===== src/rtl/rhythm_pkg.sv =====
`default_nettype none
// ============================================================================
// Module      : rhythm_pkg
// Description : Shared state encoding, keycodes and helpers for the rhythm
//               game flow controller.
// Revision    : 1.0 - initial release
// ============================================================================
package rhythm_pkg;

  typedef enum logic [2:0] {
    ST_MAIN  = 3'd0,
    ST_PLAY  = 3'd1,
    ST_SPAWN = 3'd2,
    ST_WAIT  = 3'd3,
    ST_TAIL  = 3'd4,
    ST_SCORE = 3'd5,
    ST_PASS  = 3'd6,
    ST_FAIL  = 3'd7
  } state_e;

  localparam logic [7:0] KC_SPACE = 8'd44;
  localparam logic [7:0] KC_Q     = 8'd20;

  function automatic int max2(input int a, input int b);
    return (a > b) ? a : b;
  endfunction

endpackage
`default_nettype wire


===== src/rtl/rhythm_sequencer_if.sv =====
`default_nettype none
// ============================================================================
// Module      : rhythm_sequencer_if
// Description : Key/hit inputs and screen/spawn outputs of the sequencer.
// Revision    : 1.0 - initial release
// ============================================================================
interface rhythm_sequencer_if #(
  parameter int NUM_BEATS = 4,
  parameter int TYPE_W    = 2
);
  localparam int IDX_W = $clog2(NUM_BEATS + 1);

  logic [7:0]        keycode;
  logic              hit;
  logic              main;
  logic              playbackground;
  logic              fail;
  logic              success;
  logic              spawn;
  logic [TYPE_W-1:0] circletype;
  logic [IDX_W-1:0]  beat_idx;
  logic [IDX_W-1:0]  hit_count;

  modport master (
    input  keycode, hit,
    output main, playbackground, fail, success, spawn, circletype, beat_idx, hit_count
  );

  modport slave (
    output keycode, hit,
    input  main, playbackground, fail, success, spawn, circletype, beat_idx, hit_count
  );

endinterface
`default_nettype wire


===== src/rtl/beat_pattern_rom.sv =====
`default_nettype none
// ============================================================================
// Module      : beat_pattern_rom
// Description : Combinational beat index to circle type lookup.
// Revision    : 1.0 - initial release
// ============================================================================
module beat_pattern_rom #(
  parameter int NUM_BEATS = 4,
  parameter int TYPE_W    = 2,
  localparam int IDX_W    = $clog2(NUM_BEATS + 1)
) (
  input  logic [IDX_W-1:0]  beat_idx,
  output logic [TYPE_W-1:0] circletype
);

  // Depth rounded to the full index range so every index value is addressable.
  localparam int ROM_DEPTH = 1 << IDX_W;

  logic [TYPE_W-1:0] rom [ROM_DEPTH];

  for (genvar i = 0; i < ROM_DEPTH; i++) begin : g_rom
    if (i < NUM_BEATS) begin : g_used
      assign rom[i] = TYPE_W'(i % (1 << TYPE_W));
    end else begin : g_pad
      assign rom[i] = '0;
    end
  end

  always_comb begin
    circletype = rom[beat_idx];
  end

endmodule
`default_nettype wire


===== src/rtl/rhythm_sequencer.sv =====
`default_nettype none
// ============================================================================
// Module      : rhythm_sequencer
// Description : Game flow controller: main screen, timed beat spawning,
//               hit scoring and pass/fail screens.
// Revision    : 1.0 - initial release
// ============================================================================
module rhythm_sequencer
  import rhythm_pkg::*;
#(
  parameter int         NUM_BEATS      = 4,
  parameter int         TYPE_W         = 2,
  parameter int         BEAT_PERIOD    = 8,
  parameter int         TAIL_CYCLES    = 16,
  parameter int         PASS_THRESHOLD = 3,
  parameter logic [7:0] KEY_START      = KC_SPACE,
  parameter logic [7:0] KEY_QUIT       = KC_Q
) (
  input  logic              Clk,
  input  logic              Reset,
  rhythm_sequencer_if.master bus
);

  localparam int IDX_W = $clog2(NUM_BEATS + 1);
  localparam int CNT_W = $clog2(max2(BEAT_PERIOD, TAIL_CYCLES) + 1);

  state_e           state_q, state_d;
  logic [7:0]       key_prev_q, key_prev_d;
  logic [CNT_W-1:0] cnt_q, cnt_d;
  logic [IDX_W-1:0] beat_q, beat_d;
  logic [IDX_W-1:0] hits_q, hits_d;

  logic              start_evt;
  logic              quit_evt;
  logic              in_song;
  logic              counting;
  logic [TYPE_W-1:0] rom_type;

  beat_pattern_rom #(
    .NUM_BEATS (NUM_BEATS),
    .TYPE_W    (TYPE_W)
  ) u_rom (
    .beat_idx   (beat_q),
    .circletype (rom_type)
  );

  assign start_evt = (bus.keycode == KEY_START) && (key_prev_q != KEY_START);
  assign quit_evt  = (bus.keycode == KEY_QUIT)  && (key_prev_q != KEY_QUIT);
  assign in_song   = (state_q == ST_PLAY) || (state_q == ST_SPAWN) || (state_q == ST_WAIT) ||
                     (state_q == ST_TAIL) || (state_q == ST_SCORE);
  assign counting  = (state_q == ST_SPAWN) || (state_q == ST_WAIT) || (state_q == ST_TAIL);

  always_ff @(posedge Clk) begin
    if (Reset) begin
      state_q    <= ST_MAIN;
      key_prev_q <= '0;
      cnt_q      <= '0;
      beat_q     <= '0;
      hits_q     <= '0;
    end else begin
      state_q    <= state_d;
      key_prev_q <= key_prev_d;
      cnt_q      <= cnt_d;
      beat_q     <= beat_d;
      hits_q     <= hits_d;
    end
  end

  always_comb begin
    state_d    = state_q;
    key_prev_d = bus.keycode;
    cnt_d      = cnt_q;
    beat_d     = beat_q;
    hits_d     = hits_q;

    // A hit coinciding with quit is dropped so the frozen score excludes it.
    if (bus.hit && counting && !quit_evt && (hits_q != IDX_W'(NUM_BEATS))) begin
      hits_d = hits_q + 1'b1;
    end

    case (state_q)
      ST_MAIN: if (start_evt) state_d = ST_PLAY;
      ST_PLAY: begin
        hits_d  = '0;
        beat_d  = '0;
        cnt_d   = '0;
        state_d = ST_SPAWN;
      end
      ST_SPAWN: begin
        cnt_d   = CNT_W'(BEAT_PERIOD - 2);
        state_d = ST_WAIT;
      end
      ST_WAIT: begin
        if (cnt_q != '0) begin
          cnt_d = cnt_q - 1'b1;
        end else if (beat_q == IDX_W'(NUM_BEATS - 1)) begin
          cnt_d   = CNT_W'(TAIL_CYCLES - 1);
          state_d = ST_TAIL;
        end else begin
          beat_d  = beat_q + 1'b1;
          state_d = ST_SPAWN;
        end
      end
      ST_TAIL: begin
        if (cnt_q != '0) cnt_d = cnt_q - 1'b1;
        else             state_d = ST_SCORE;
      end
      ST_SCORE: state_d = (hits_q >= IDX_W'(PASS_THRESHOLD)) ? ST_PASS : ST_FAIL;
      ST_PASS:  if (start_evt) state_d = ST_MAIN;
      ST_FAIL:  if (start_evt) state_d = ST_MAIN;
      default:  state_d = ST_MAIN;
    endcase

    if (quit_evt && in_song) state_d = ST_FAIL;
  end

  always_comb begin
    bus.main           = (state_q == ST_MAIN);
    bus.playbackground = in_song;
    bus.fail           = (state_q == ST_FAIL);
    bus.success        = (state_q == ST_PASS);
    bus.spawn          = (state_q == ST_SPAWN);
    bus.circletype     = (state_q == ST_SPAWN) ? rom_type : '0;
    bus.beat_idx       = beat_q;
    bus.hit_count      = hits_q;
  end

endmodule
`default_nettype wire


===== src/flat_wrapper.sv =====
// flat-port wrapper written by rule: the top's interface ports become plain ports
module rhythm_sequencer_flat import rhythm_pkg::*;
#(
  parameter int         NUM_BEATS      = 4,
  parameter int         TYPE_W         = 2,
  parameter int         BEAT_PERIOD    = 8,
  parameter int         TAIL_CYCLES    = 16,
  parameter int         PASS_THRESHOLD = 3,
  parameter logic [7:0] KEY_START      = KC_SPACE,
  parameter logic [7:0] KEY_QUIT       = KC_Q
)
  (Clk, Reset, bus_keycode, bus_hit, bus_main, bus_playbackground, bus_fail, bus_success, bus_spawn, bus_circletype, bus_beat_idx, bus_hit_count);
  rhythm_sequencer_if #(.NUM_BEATS(NUM_BEATS), .TYPE_W(TYPE_W)) bus_i ();
  input  logic Clk;
  input  logic Reset;
  input wire logic [$bits(bus_i.keycode)-1:0] bus_keycode;
  input wire logic [$bits(bus_i.hit)-1:0] bus_hit;
  output wire logic [$bits(bus_i.main)-1:0] bus_main;
  output wire logic [$bits(bus_i.playbackground)-1:0] bus_playbackground;
  output wire logic [$bits(bus_i.fail)-1:0] bus_fail;
  output wire logic [$bits(bus_i.success)-1:0] bus_success;
  output wire logic [$bits(bus_i.spawn)-1:0] bus_spawn;
  output wire logic [$bits(bus_i.circletype)-1:0] bus_circletype;
  output wire logic [$bits(bus_i.beat_idx)-1:0] bus_beat_idx;
  output wire logic [$bits(bus_i.hit_count)-1:0] bus_hit_count;
  assign bus_i.keycode = bus_keycode;
  assign bus_i.hit = bus_hit;
  assign bus_main = bus_i.main;
  assign bus_playbackground = bus_i.playbackground;
  assign bus_fail = bus_i.fail;
  assign bus_success = bus_i.success;
  assign bus_spawn = bus_i.spawn;
  assign bus_circletype = bus_i.circletype;
  assign bus_beat_idx = bus_i.beat_idx;
  assign bus_hit_count = bus_i.hit_count;
  rhythm_sequencer #(.NUM_BEATS(NUM_BEATS), .TYPE_W(TYPE_W), .BEAT_PERIOD(BEAT_PERIOD), .TAIL_CYCLES(TAIL_CYCLES), .PASS_THRESHOLD(PASS_THRESHOLD), .KEY_START(KEY_START), .KEY_QUIT(KEY_QUIT)) u_core (.Clk(Clk), .Reset(Reset), .bus(bus_i));
endmodule

===== config.mk =====
export PLATFORM = sky130hd
export DESIGN_NAME = rhythm_sequencer_flat
export DESIGN_NICKNAME = d
export VERILOG_FILES = /design/src/rtl/rhythm_pkg.sv /design/src/rtl/rhythm_sequencer_if.sv /design/src/rtl/beat_pattern_rom.sv /design/src/rtl/rhythm_sequencer.sv /design/src/flat_wrapper.sv
export SDC_FILE = /design/constraint.sdc
export NUM_CORES = 1
export LEC_CHECK = 0
export CAP_MARGIN = 10
export CORE_MARGIN = 2
export CORE_UTILIZATION = 54
export DETAILED_ROUTE_END_ITERATION = 10
export PLACE_DENSITY = 0.89
export SYNTH_ARGS = -nofsm -noshare
export SYNTH_HDL_FRONTEND = slang
export SYNTH_SLANG_ARGS = --single-unit
export TNS_END_PERCENT = 30

===== constraint.sdc =====
create_clock -name Clk -period 4.01 [get_ports Clk]
set_clock_uncertainty 0.2 [all_clocks]
set_input_delay 0.6015 -clock Clk [delete_from_list [all_inputs] [get_ports Clk]]
set_output_delay 0.6015 -clock Clk [all_outputs]
set_load 0.02 [all_outputs]

# Word level (Yosys, flattened, before mapping)
# Memories as Yosys holds them, arrays and structs flattened.
# Cells that the tools add are included.
[word_totals]
reg_bits = 22
latchBits = 0
ramBits = 0
mem_bits_ro = 16
output_inout_bits = 13
word_cells = 73
n_memories = 1
[mem_list]
columns = ["memory", "words", "word_bits", "read_ports", "rd_clocked_by_memory_dff", "wr", "line", "source"]
rows = [
  ["(name not given)", 8, 2, 1, 0, 0, "beat_pattern_rom.sv:30", "circletype = rom[beat_idx];"],
]
[op_classes]
n_addsub = 3
multipliers = 0
div_mod_pow = 0
order_cmp = 2
eq_ne = 21
n_shift = 0
muxes = 18
bitwise = 1
reduce_logical = 22
[ops]
columns = ["op", "n"]
rows = [
  ["$mux W3", 8],
  ["$pmux W3 S7", 1],
  ["$pmux W5 S4", 1],
  ["$mux W5", 3],
  ["$eq A3 B3 Y1 const B", 4],
  ["$ne A3 B3 Y1 const B", 4],
  ["$eq A3 B2 Y1 const B", 3],
  ["$eq A8 B5 Y1 const B", 1],
  ["$eq A8 B6 Y1 const B", 1],
  ["$ne A8 B5 Y1 const B", 1],
  ["$ne A8 B6 Y1 const B", 1],
  ["$add A3 B1 Y3 const B", 2],
  ["$logic_and A1 B1 Y1", 6],
  ["$logic_or A1 B1 Y1", 6],
  ["$mux W2", 3],
  ["$ne A2 B2 Y1 const B", 3],
  ["$ne A3 B1 Y1 const B", 2],
  ["$pmux W3 S2", 1],
  ["$reduce_and A3 Y1", 2],
  ["$reduce_bool A5 Y1", 1],
  ["$sub A5 B1 Y5 const B", 1],
  ["$ge A4 B4 Y1 const B", 1],
  ["$not A3 Y4", 1],
  ["$reduce_and A4 Y1", 1],
  ["8 further kinds", 9],
]

# Depth between registers and ports, before layout
# Gate-level depths: netlist (run 1).
[depth]
word_depth = 8
ltp_mapped = 8
ltp_nobuf = 7

# Cells and area by module
# Synthesis (run 1) repeated with hierarchy kept, for this count alone.
[unflattened]
cells_unflattened = 154
hier_area_um2 = 1296.2
[modules_own_cells]
columns = ["mod", "n_inst", "cells_each", "area_each_um2", "seq_area_each_um2"]
rows = [
  ["rhythm_sequencer", 1, 152, 1283.7, 440.4],
  ["beat_pattern_rom", 1, 2, 12.5, 0.0],
]

# Least setup slack after synthesis (run 1)
# OpenSTA, ideal clock, no wires.
[synth_timing]
kind = "input -> register"
start = "in bus_keycode[0]"
end = "reg u_core.state_q[0]"
arrival_time_ns = 2.002
t_required_ns = 3.736
path_slack_ns = 1.733
cell_stages = 5
cell_sequence = "nand2b_1 or4_4 a2111o_1 a221o_1 a31oi_1"
[synth_between]
elab_chain_len = 5
elab_cells_between_ends = 11
[synth_lines]
columns = ["element", "line", "source"]
rows = [
  ["start: declaration", "flat_wrapper.sv:16", "input wire logic [$bits(bus_i.keycode)-1:0] bus_keycode;"],
  ["$eq A8 B5 Y1", "rhythm_sequencer.sv:48", "assign quit_evt = (bus.keycode == KEY_QUIT) && (key_prev_q != KEY_QUIT);"],
  ["$logic_and A1 B1 Y1", "rhythm_sequencer.sv:48", ""],
  ["$logic_and A1 B1 Y1", "rhythm_sequencer.sv:114", "if (quit_evt && in_song) state_d = ST_FAIL;"],
  ["$ne A3 B3 Y1 (no source line) / $ne A3 B1 Y1 (equally long branches)", "--", ""],
  ["$reduce_and A4 Y1 (no source line)", "--", ""],
  ["end signal: assignment", "rhythm_sequencer.sv:61", "state_q <= state_d;"],
  ["end: declaration", "rhythm_sequencer.sv:27", "state_e state_q, state_d;"],
]
# Several ways; a longest one is shown, not always the timed one.
# A chain may end at the register's enable or synchronous reset.

# Final worst setup path (run 1)
[layout_timing]
start = "reg u_core.state_q[1]"
end = "out bus_circletype[0]"
[layout_between]
elab_chain_len = 2
[layout_lines]
columns = ["element", "line", "source"]
rows = [
  ["$eq A3 B2 Y1", "rhythm_sequencer.sv:123", "bus.circletype = (state_q == ST_SPAWN) ? rom_type : '0;"],
  ["$mux W2", "rhythm_sequencer.sv:123", ""],
  ["end: declaration", "flat_wrapper.sv:23", "output wire logic [$bits(bus_i.circletype)-1:0] bus_circletype;"],
]
# Every way passes these cells.

==> results of run 1 <==
-- cell usage after synthesis (all sizes together) (2+ instances only) --
master   n  area share
a211oi   2       0.013
a21oi    6       0.025
a22oi    2       0.013
a31oi    5       0.026
and3     2       0.010
clkbuf   5       0.016
dfxtp   22        0.37
ha       6       0.063
inv     10       0.031
mux2i    2       0.017
nand2   15       0.047
nand2b   4       0.021
nand3    2      0.0084
nor2    16       0.050
nor2b   10       0.052
nor3     4       0.017
nor3b    2       0.013
nor4     2       0.010
o21ai   10       0.042
or4      2       0.016
xnor2    2       0.015
-- cells in the final DEF (no fill, tap or decap), types with 2 or more instances in the layout --
master	count
nor2b_1	10
clkbuf_4	3
clkdlybuf4s50_1	23
o21ai_0	10
a31oi_1	5
nor2_1	16
inv_1	10
a21oi_1	6
mux2i_1	2
nor4_1	2
and3_1	2
ha_1	6
nand2_1	15
a211oi_1	2
nor3_1	4
dfxtp_1	22
nand3_1	2
nand2b_1	4
nor3b_1	2
a22oi_1	2
xnor2_1	2
-- through the flow --
stage | setup slack (ns) | cells | utilization | area (µm²)
after floorplan | 1.73 | 149 | - | 1200
after global placement | 1.27 | 194 | 0.670 | 1440
after detailed placement | 1.22 | 194 | 0.670 | 1440
after CTS | 1.11 | 198 | 0.695 | 1490
after global routing | 0.944 | 198 | 0.695 | 1490
final | 1.09 | 198 | 0.695 | 1490
-- layout make-up --
class / instances / area share
flip-flops and latches: 22 / 0.295
multi-input cells: 111 / 0.467
well taps: 28 / 0.0235
repair buffers: 23 / 0.154
clock inverters: 1 / 0.0201
clock buffers: 3 / 0.0151
inverters: 10 / 0.0251
-- routing by layer --
metal	track usage	routed length [µm]	up-vias
met3	0.0380	177	13
met4	0.0856	77	0
met1	0.295	1250	542
met5	0	0	-
li1	-	-	579
met2	0.405	1360	65
-- sequential cells by signal (all words and copies together) (netlist names) --
register              cells
u_core.bus.beat_idx       3
u_core.bus.hit_count      3
u_core.cnt_q              5
u_core.key_prev_q         8
u_core.state_q            3
-- worst max path at each step --
| stage | slack (ns) | to | cells after the start |
|---|---|---|---|
| floorplan | 1.73 | u_core.state_q[0] | 5 |
| global placement | 1.27 | u_core.state_q[0] | 6 |
| detailed placement | 1.22 | u_core.state_q[0] | 5 |
| CTS | 1.11 | bus_circletype[0] | 4 |
| global route | 0.94 | bus_circletype[0] | 4 |
| finish | 1.09 | bus_circletype[0] | 4 |
-- kinds of logic (layout without fill, tap and decap cells) --
group / Yosys count / count (layout) / synth area share
compound gates: 38 / 38 / 0.214
xor+xnor: 2 / 2 / 0.0146
fa+ha+maj: 6 / 6 / 0.0626
buf+inv: 16 / 37 / 0.0511
flops: 22 / 22 / 0.367
mux: 2 / 2 / 0.0167
simple gates: 63 / 63 / 0.273
-- worst max-delay path: stages, from the launching register on --
cell             delay (ns)
dfxtp_1                0.62
nand2b_1               0.21
nor2_1                 0.21
and3_1                 0.18
clkdlybuf4s50_1        0.59
-- power by group through the flow --
stage          logic (µW)  registers [µW]  clock network [µW]
6_report              146             251                 173
3_5_place_dp          143             255                   0
4_1_cts               143             250                 173
5_1_grt               159             253                 182
3_3_place_gp          137             254                   0
2_1_floorplan         103             248                   0
==> out/summary.txt, run 1 <==
Seq cells post-synth = 22
Worst Hold End = u_core.cnt_q[4]
CTS Buf Count = 3
Antenna viol nets, final = 0
Die ar. = 2610 µm²
CTS tree = done
CP arrival = 2.12 ns
Cells after Synth = 149
R2r startpoint = u_core.cnt_q[0]
Critical Path Start = u_core.state_q[1]
HP Start = u_core.cnt_q[4]
Die W = 51.1 µm
Post-DP HPWL = 2.07 mm
Post-CTS Resized = 0
Fillcell total = 180
Total gr overflow = 0
NetSw = 172 µW
Critical path peak fanout = 14
NumNets Final = 188
P_int = 397 µW
GRT Util Overall = 0.235
Slew Limit Fails = 0
Vias in the first global route = 1067
Drt wl/cell = 14.4 µm
Hold Crit Class = reg2reg
Initial antenna violation count = 0
Die H = 51.1 µm
Area of the multi-input gates = 697 µm²
Via density = 6.06
# IOs = 24
Register area = 440 µm²
CP endpoint kind = primary output
Final setup vio count = 0
DRC Markers = 0
Clk pwr share = 0.303
CTS Buffer Depth = 2
Combinational share of power = 0.256
Syn Nets = 166
Largest net degree at the start of global routing = 19
Critical path class = reg2out
F_max = 0.342 GHz
Max-cap viol count = 0
Clock latency on the worst-skew pair = 0.31 ns
Worst-path clk slew = 0.13 ns
Switching share of power = 0.303
Port Buffers = 23
Post-synth EDFFs = 0
Setup TNS = 0 ns
Sequential share of power = 0.441
Syn Std Cell Area = 1200 µm²
Fin crit period = 2.92 ns
Synth Flop Type = dfxtp_1
Starting density of the core = 0.558
Clock root buffer = clkbuf_4
Cell Pwr Density = 382 nW/µm²
Routed vias = 1199
Critical Path RT = 3.21 ns
Post-Syn Area per Cell = 8.04 µm²
Detailed router's first-iteration violation count = 57
Post-synth ARST share = 0
Max-slew headroom at the worst pin = 0.553
Worst R2R Path Depth = 7
Hold Fails Final Rpt = 0
R2r setup slk = 1.56 ns
CTS H-tree lvls = 1
Pleak = 0.000548 µW
P&R area growth vs syn = 24.5%
Final period utilization = 0.729
Register area share after synthesis = 0.367
Yosys warns = 0
Final wirelength = 2.86 mm
Worst slew pin tran = 0.668 ns
GP Congestion = 0.885
First-pass GRT wire length = 4.67 mm
Share of cells above drive strength 1 = 0.0412
Core Area = 2150 µm²
Status = completed
RR Endpoint = u_core.cnt_q[2]
Crit start category = flip-flop
Unrepaired setup endpoints after global routing = no
Total power = 570 µW
TritonRoute pass-1 iters = 4
Worst IR Drop VDD = 0.255 mV
Post-CTS Setup Bufs = 0
Clock sink total = 22
CTS Hold Buffers Added = 0
Antenna cells = 0
Site row count = 17
Final Hold Slack = 0.308 ns
Hold path cells = 2
Post-synthesis cell type count = 40
No activity file was read; power rests on OpenSTA's default activity.
==> run 2: changes to the inputs <==
--- a/config.mk
+++ b/config.mk
@@ -7,9 +7,9 @@
 export LEC_CHECK = 0
 export CAP_MARGIN = 10
 export CORE_MARGIN = 2
-export CORE_UTILIZATION = 54
+export CORE_UTILIZATION = 45
 export DETAILED_ROUTE_END_ITERATION = 10
-export PLACE_DENSITY = 0.89
+export PLACE_DENSITY = 0.8
 export SYNTH_ARGS = -nofsm -noshare
 export SYNTH_HDL_FRONTEND = slang
 export SYNTH_SLANG_ARGS = --single-unit
==> constraint.sdc (replaced) <==
create_clock -name Clk -period 2.35 [get_ports Clk]
set_clock_uncertainty 0.2 [all_clocks]
set_input_delay 0.3525 -clock Clk [delete_from_list [all_inputs] [get_ports Clk]]
set_output_delay 0.3525 -clock Clk [all_outputs]
set_load 0.02 [all_outputs]
==> run 2 against run 1 <==
  * Count of clock-buffer cells in the layout did not move
  * Utilization fell by 5.9 points
  * Critical path type unchanged
  * Routed wire length rose by 2.5%
  * Die area rose by 18%
  * Highest routed layer unchanged
  * Largest power group unchanged
  * Register-to-register slack got worse by 1.3 ns
  * Sequential share of layout area fell by 1.8 points
==> out/summary.txt, run 2 (synthesized netlist as in run 1, its figures left out) <==
# IOs = 24 (unchanged)
Max-cap viol count = 0 (unchanged)
Clock sink total = 22 (unchanged)
Die ar. = 3090 µm² (+18%)
Core Area = 2500 µm² (+16%)
Commonest cells after routing, fill and taps aside = 22 x dfxtp_1, 20 x clkdlybuf4s50_1, 16 x nor2_1
Worst slew pin tran = 0.392 ns (-0.276 ns)
Final wirelength = 2.93 mm (+2.5%)
Critical path peak fanout = 4 (-10)
Fin crit period = 2.25 ns
Final period utilization = 0.956
TritonRoute pass-1 iters = 4 (unchanged)
Via density = 5.64 (-6.9%)
R2r startpoint = u_core.cnt_q[0]
Critical path class = reg2out
Antenna viol nets, final = 0 (unchanged)
Clock root buffer = clkbuf_4
RR Endpoint = u_core.cnt_q[1]
Critical path's slowest cell = clkdlybuf4s50_1
Post-CTS Resized = 0 (unchanged)
Area of the multi-input gates = 701 µm² (+0.54%)
Pleak = 0.000661 µW (+20%)
CTS Buffer Depth = 2 (unchanged)
Register area = 440 µm² (unchanged)
F_max = 0.445 GHz
Critical Path RT = 1.80 ns (-1.41 ns)
Post-DP HPWL = 2.25 mm (+8.9%)
Drt wl/cell = 13.9 µm (-3.8%)
Hold Fails Final Rpt = 0 (unchanged)
Die W = 55.6 µm (+8.8%)
HP Start = u_core.cnt_q[4]
P&R area growth vs syn = 32.6%
Site row count = 18 (+1)
Routed vias = 1190 (-0.75%)
CTS Hold Buffers Added = 0 (unchanged)
Detailed router's first-iteration violation count = 47 (-18%)
CTS tree = done
GP Congestion = 0.923 (+4.2%)
CP Buf/Inv Count = 2 (+1)
Vias in the first global route = 1104 (+3.5%)
Unrepaired setup endpoints after global routing = no
Antenna cells = 0 (unchanged)
First-pass GRT wire length = 4.95 mm (+5.9%)
Max incr delay on CP = 0.61 ns (about the same)
Fillcell total = 227 (+26%)
Die H = 55.6 µm (+8.8%)
Slew Limit Fails = 0 (unchanged)
NumNets Final = 199 (+5.9%)
Crit start category = flip-flop
Worst R2R Path Depth = 6 (-1)
GRT Util Overall = 0.195 (-0.0400)
Clock latency on the worst-skew pair = 0.31 ns (about the same)
Post-layout util = 0.636 (-0.0592)
Total gr overflow = 0 (unchanged)
CP endpoint kind = primary output
Largest regs = u_core.key_prev_q x8, u_core.cnt_q x5
Largest net degree at the start of global routing = 14 (-5)
Hold Crit Class = reg2reg
Max FFs per register = 8 (unchanged)
Worst Hold End = u_core.cnt_q[4]
CTS Buf Count = 3 (unchanged)
CTS H-tree lvls = 1 (unchanged)
Worst IR Drop VDD = 0.457 mV (+79%)
Post-CTS Setup Bufs = 0 (unchanged)
Initial antenna violation count = 0 (unchanged)
Max-slew headroom at the worst pin = 0.737 (+0.183)
CP arrival = 1.69 ns (-0.43 ns)
Final setup vio count = 0 (unchanged)
Fin area = 1590 µm² (+6.5%)
Crit path cell chain = nand2b_1 > buf_4 > nor2_1 > clkdlybuf4s50_1
Area post-placement = 1530 µm² (+5.9%)
Status = completed
Hold path cells = 2 (unchanged)
Final Hold Slack = 0.276 ns (-0.0325 ns)
Worst-path clk slew = 0.13 ns (about the same)
Largest reg by FF count = u_core.key_prev_q
Cell Pwr Density = 631 nW/µm² (+65%)
DRC Markers = 0 (unchanged)
Starting density of the core = 0.479 (-0.0785)
Port Buffers = 23 (unchanged)
Family with the most delay on the worst path = buffers and inverters
Commonest non-fill, non-tap cell in the layout = dfxtp_1
R2r setup slk = 0.22 ns (-1.34 ns)
Share of cells above drive strength 1 = 0.0994 (+0.0583)
## run 2: metal layers
metal  vias to the layer above  wire, µm  GRT usage
li1                        597         -          -
met1                       543      1290      0.253
met2                        43      1440      0.318
met3                         7       158     0.0279
met4                         0        43     0.0941
met5                         -         0          0
## run 2: tightest hold or removal path: stages (launching register included)
cell and delay [ns]:
dfxtp_1 0.35, nand2_1 0.06, a21oi_1 0.03
## run 2: cell type report
class,count,share of cell area
flip-flops and latches,22,0.277
well taps,30,0.0236
clock inverters,1,0.0189
multi-input cells,111,0.441
clock buffers,3,0.0142
repair buffers,34,0.202
inverters,10,0.0236
## run 2: power by group
part           internal [µW]  total (µW)  switching (µW)
Combinational            143         299             156
Clock                    172         287             115
Sequential               396         417            20.2
Total                    711        1000             291
## run 2: how the worst max path moves through the flow
stage | from | end | slack (ns) | cells past startpoint
floorplan | u_core.cnt_q[0] | u_core.bus.beat_idx[1] | 0.24 | 8
global placement | bus_keycode[0] | u_core.state_q[0] | -0.1 | 6
detailed placement | bus_keycode[0] | u_core.state_q[0] | -0.14 | 6
CTS | u_core.cnt_q[0] | u_core.cnt_q[1] | 0.02 | 6
global route | u_core.state_q[0] | bus_success | 0.006 | 4
finish | u_core.state_q[0] | bus_success | 0.10 | 4
## run 2: metrics by stage
step / instances / TNS (ns) / setup slack (ns) / power, µW
detailed placement: 207 / -0.530 / -0.135 / 713
CTS: 211 / 0 / 0.0216 / 1000
finish: 211 / 0 / 0.103 / 1000
global placement: 207 / -0.259 / -0.0980 / 704
floorplan: 149 / 0 / 0.239 / 600
global route: 211 / 0 / 0.00636 / 1060
==> run 3: changes to the inputs <==
--- a/config.mk
+++ b/config.mk
@@ -9,7 +9,7 @@
 export CORE_MARGIN = 2
 export CORE_UTILIZATION = 45
 export DETAILED_ROUTE_END_ITERATION = 10
-export PLACE_DENSITY = 0.8
+export PLACE_DENSITY = 0.74
 export SYNTH_ARGS = -nofsm -noshare
 export SYNTH_HDL_FRONTEND = slang
 export SYNTH_SLANG_ARGS = --single-unit
==> run 3 against run 2 <==
  * First-iteration DRC count decreased by 30%
  * Sequential power about the same
  * Register-to-register slack improved by 0.06 ns
  * Clock power rose by 3%
  * Cell area fell by 0.47%
  * Routed wire length fell by 5.4%
  * Flip-flop and latch count unchanged
  * Combinational power fell by 4%
  * Global-route usage shrank 0.69 points
  * Die area unchanged
  * Critical endpoint unchanged
  * Largest power group unchanged
==> out/summary.txt, run 3 (synthesized netlist as in run 1, its figures left out) <==
Antenna viol nets, final = 0 (unchanged)
Final setup vio count = 0 (unchanged)
Die W = 55.6 µm (unchanged)
Crit start category = flip-flop
Largest regs = u_core.key_prev_q x8, u_core.cnt_q x5
Total gr overflow = 0 (unchanged)
Pleak = 0.000655 µW (-0.78%)
Largest reg by FF count = u_core.key_prev_q
Critical path peak fanout = 4 (unchanged)
NetSw = 294 µW (+0.98%)
Combinational share of power = 0.287 (-0.011)
Switching share of power = 0.295 (+0.00434)
Share of cells above drive strength 1 = 0.0944 (-0.00500)
Commonest non-fill, non-tap cell in the layout = dfxtp_1
Routed vias = 1179 (-0.92%)
Sequential share of power = 0.418 (+0.002)
Fin crit period = 2.25 ns (+0.00660 ns)
# IOs = 24 (unchanged)
CTS tree = done
DRC Markers = 0 (unchanged)
Worst-path clk slew = 0.13 ns (about the same)
Port Buffers = 23 (unchanged)
P_int = 703 µW (-1.1%)
NumNets Final = 198 (-0.50%)
CTS Buf Count = 3 (unchanged)
Vias in the first global route = 1146 (+3.8%)
CTS H-tree lvls = 1 (unchanged)
P&R area growth vs syn = 31.9%
Antenna cells = 0 (unchanged)
Commonest cells after routing, fill and taps aside = 22 x dfxtp_1, 20 x clkdlybuf4s50_1, 16 x nor2_1
Max FFs per register = 8 (unchanged)
Hold Crit Class = reg2reg
Post-DP HPWL = 2.13 mm (-5.4%)
Hold Fails Final Rpt = 0 (unchanged)
Final WS setup = 0.0968 ns (-0.00660 ns)
Clock root buffer = clkbuf_4
Core Area = 2500 µm² (unchanged)
CP endpoint kind = primary output
Clock sink total = 22 (unchanged)
Setup TNS = 0 ns (unchanged)
First-pass GRT wire length = 4.78 mm (-3.4%)
Die H = 55.6 µm (unchanged)
CTS Buffer Depth = 2 (unchanged)
Critical path class = reg2out
Starting density of the core = 0.479 (unchanged)
Critical Path Start = u_core.state_q[0]
GRT Util Overall = 0.189 (-0.00691)
Post-CTS Setup Bufs = 0 (unchanged)
Final period utilization = 0.959 (+0.00281)
Initial antenna violation count = 0 (unchanged)
Clock latency on the worst-skew pair = 0.32 ns (about the same)
Total power = 997 µW (-0.50%)
GP Congestion = 0.866 (-6.1%)
Unrepaired setup endpoints after global routing = no
Critical Path RT = 1.80 ns (about the same)
Clk pwr share = 0.296 (+0.010)
CP arrival = 1.70 ns (about the same)
Final wirelength = 2.77 mm (-5.4%)
F_max = 0.444 GHz (-0.29%)
Status = completed
Pre-CTS WS = -0.136 ns (-0.000552 ns)
Die ar. = 3090 µm² (unchanged)
Worst slew pin tran = 0.396 ns (+0.00410 ns)
Cell Pwr Density = 631 nW/µm² (about the same)
TritonRoute pass-1 iters = 4 (unchanged)
R2r startpoint = u_core.cnt_q[0]
Detailed router's first-iteration violation count = 33 (-30%)
Largest net degree at the start of global routing = 16 (+2)
Layout Cells excl Fill = 210 (-0.47%)
Site row count = 18 (unchanged)
Max-cap viol count = 0 (unchanged)
Max-slew headroom at the worst pin = 0.733 (-0.00352)
Placed Cells = 206 (-0.48%)
HP Start = u_core.cnt_q[4]
Via density = 5.61 (-0.45%)
Drt wl/cell = 13.2 µm (-4.9%)
Worst IR Drop VDD = 0.407 mV (-11%)
Slew Limit Fails = 0 (unchanged)
run 3: changes by cell type in the layout (fill, tap and decap cells not counted):
cell   delta
buf_4     -1
run 3: power by group through the flow:
stage,Sequential (µW),Clock [µW],Combinational [µW]
after detailed placement,424,0,280
after CTS,416,298,281
after global placement,423,0,273
after floorplan,424,0,176
after global routing,420,313,318
final,417,295,286
run 3: what timing repair did:
item                       4_1_cts  5_1_grt
hold buffers                     0        0
setup endpoints to repair        0        8
resized for setup                0        4
run 3: per-layer routing:
layer,share of wire,vias to the layer above,global-route usage,wire (µm)
li1,-,593,-,-
met5,0,-,0,0
met1,0.46,537,0.237,1270
met3,0.056,5,0.0279,155
met2,0.47,44,0.323,1300
met4,0.013,0,0.0732,36
run 3: final timing paths:
kind	slack [ns]	cells after the start	endpoint
setup reg to reg	0.28	6	u_core.cnt_q[1]
hold reg to reg	0.27	2	u_core.cnt_q[4]
setup / recovery	0.1	4	bus_success
hold / removal	0.27	2	u_core.cnt_q[4]
run 3: stage by stage:
step | hold slack, ns | util | cell area, µm²
2_1_floorplan | 0.221 | - | 1200
3_3_place_gp | 0.237 | 0.607 | 1520
3_5_place_dp | 0.239 | 0.607 | 1520
4_1_cts | 0.263 | 0.628 | 1570
5_1_grt | 0.299 | 0.633 | 1580
6_report | 0.273 | 0.633 | 1580
run 3: worst max-delay path: stages (launching register included):
cell and delay (ns):
dfxtp_1 0.36, nand2b_1 0.17, buf_4 0.16, nor2_1 0.08, clkdlybuf4s50_1 0.62
run 3: layout make-up:
type	count	area [µm²]
well taps	30	37.5
flip-flops and latches	22	440
inverters	10	37.5
clock inverters	1	30.0
multi-input cells	111	701
fillers	222	918
clock buffers	3	22.5
repair buffers	33	313
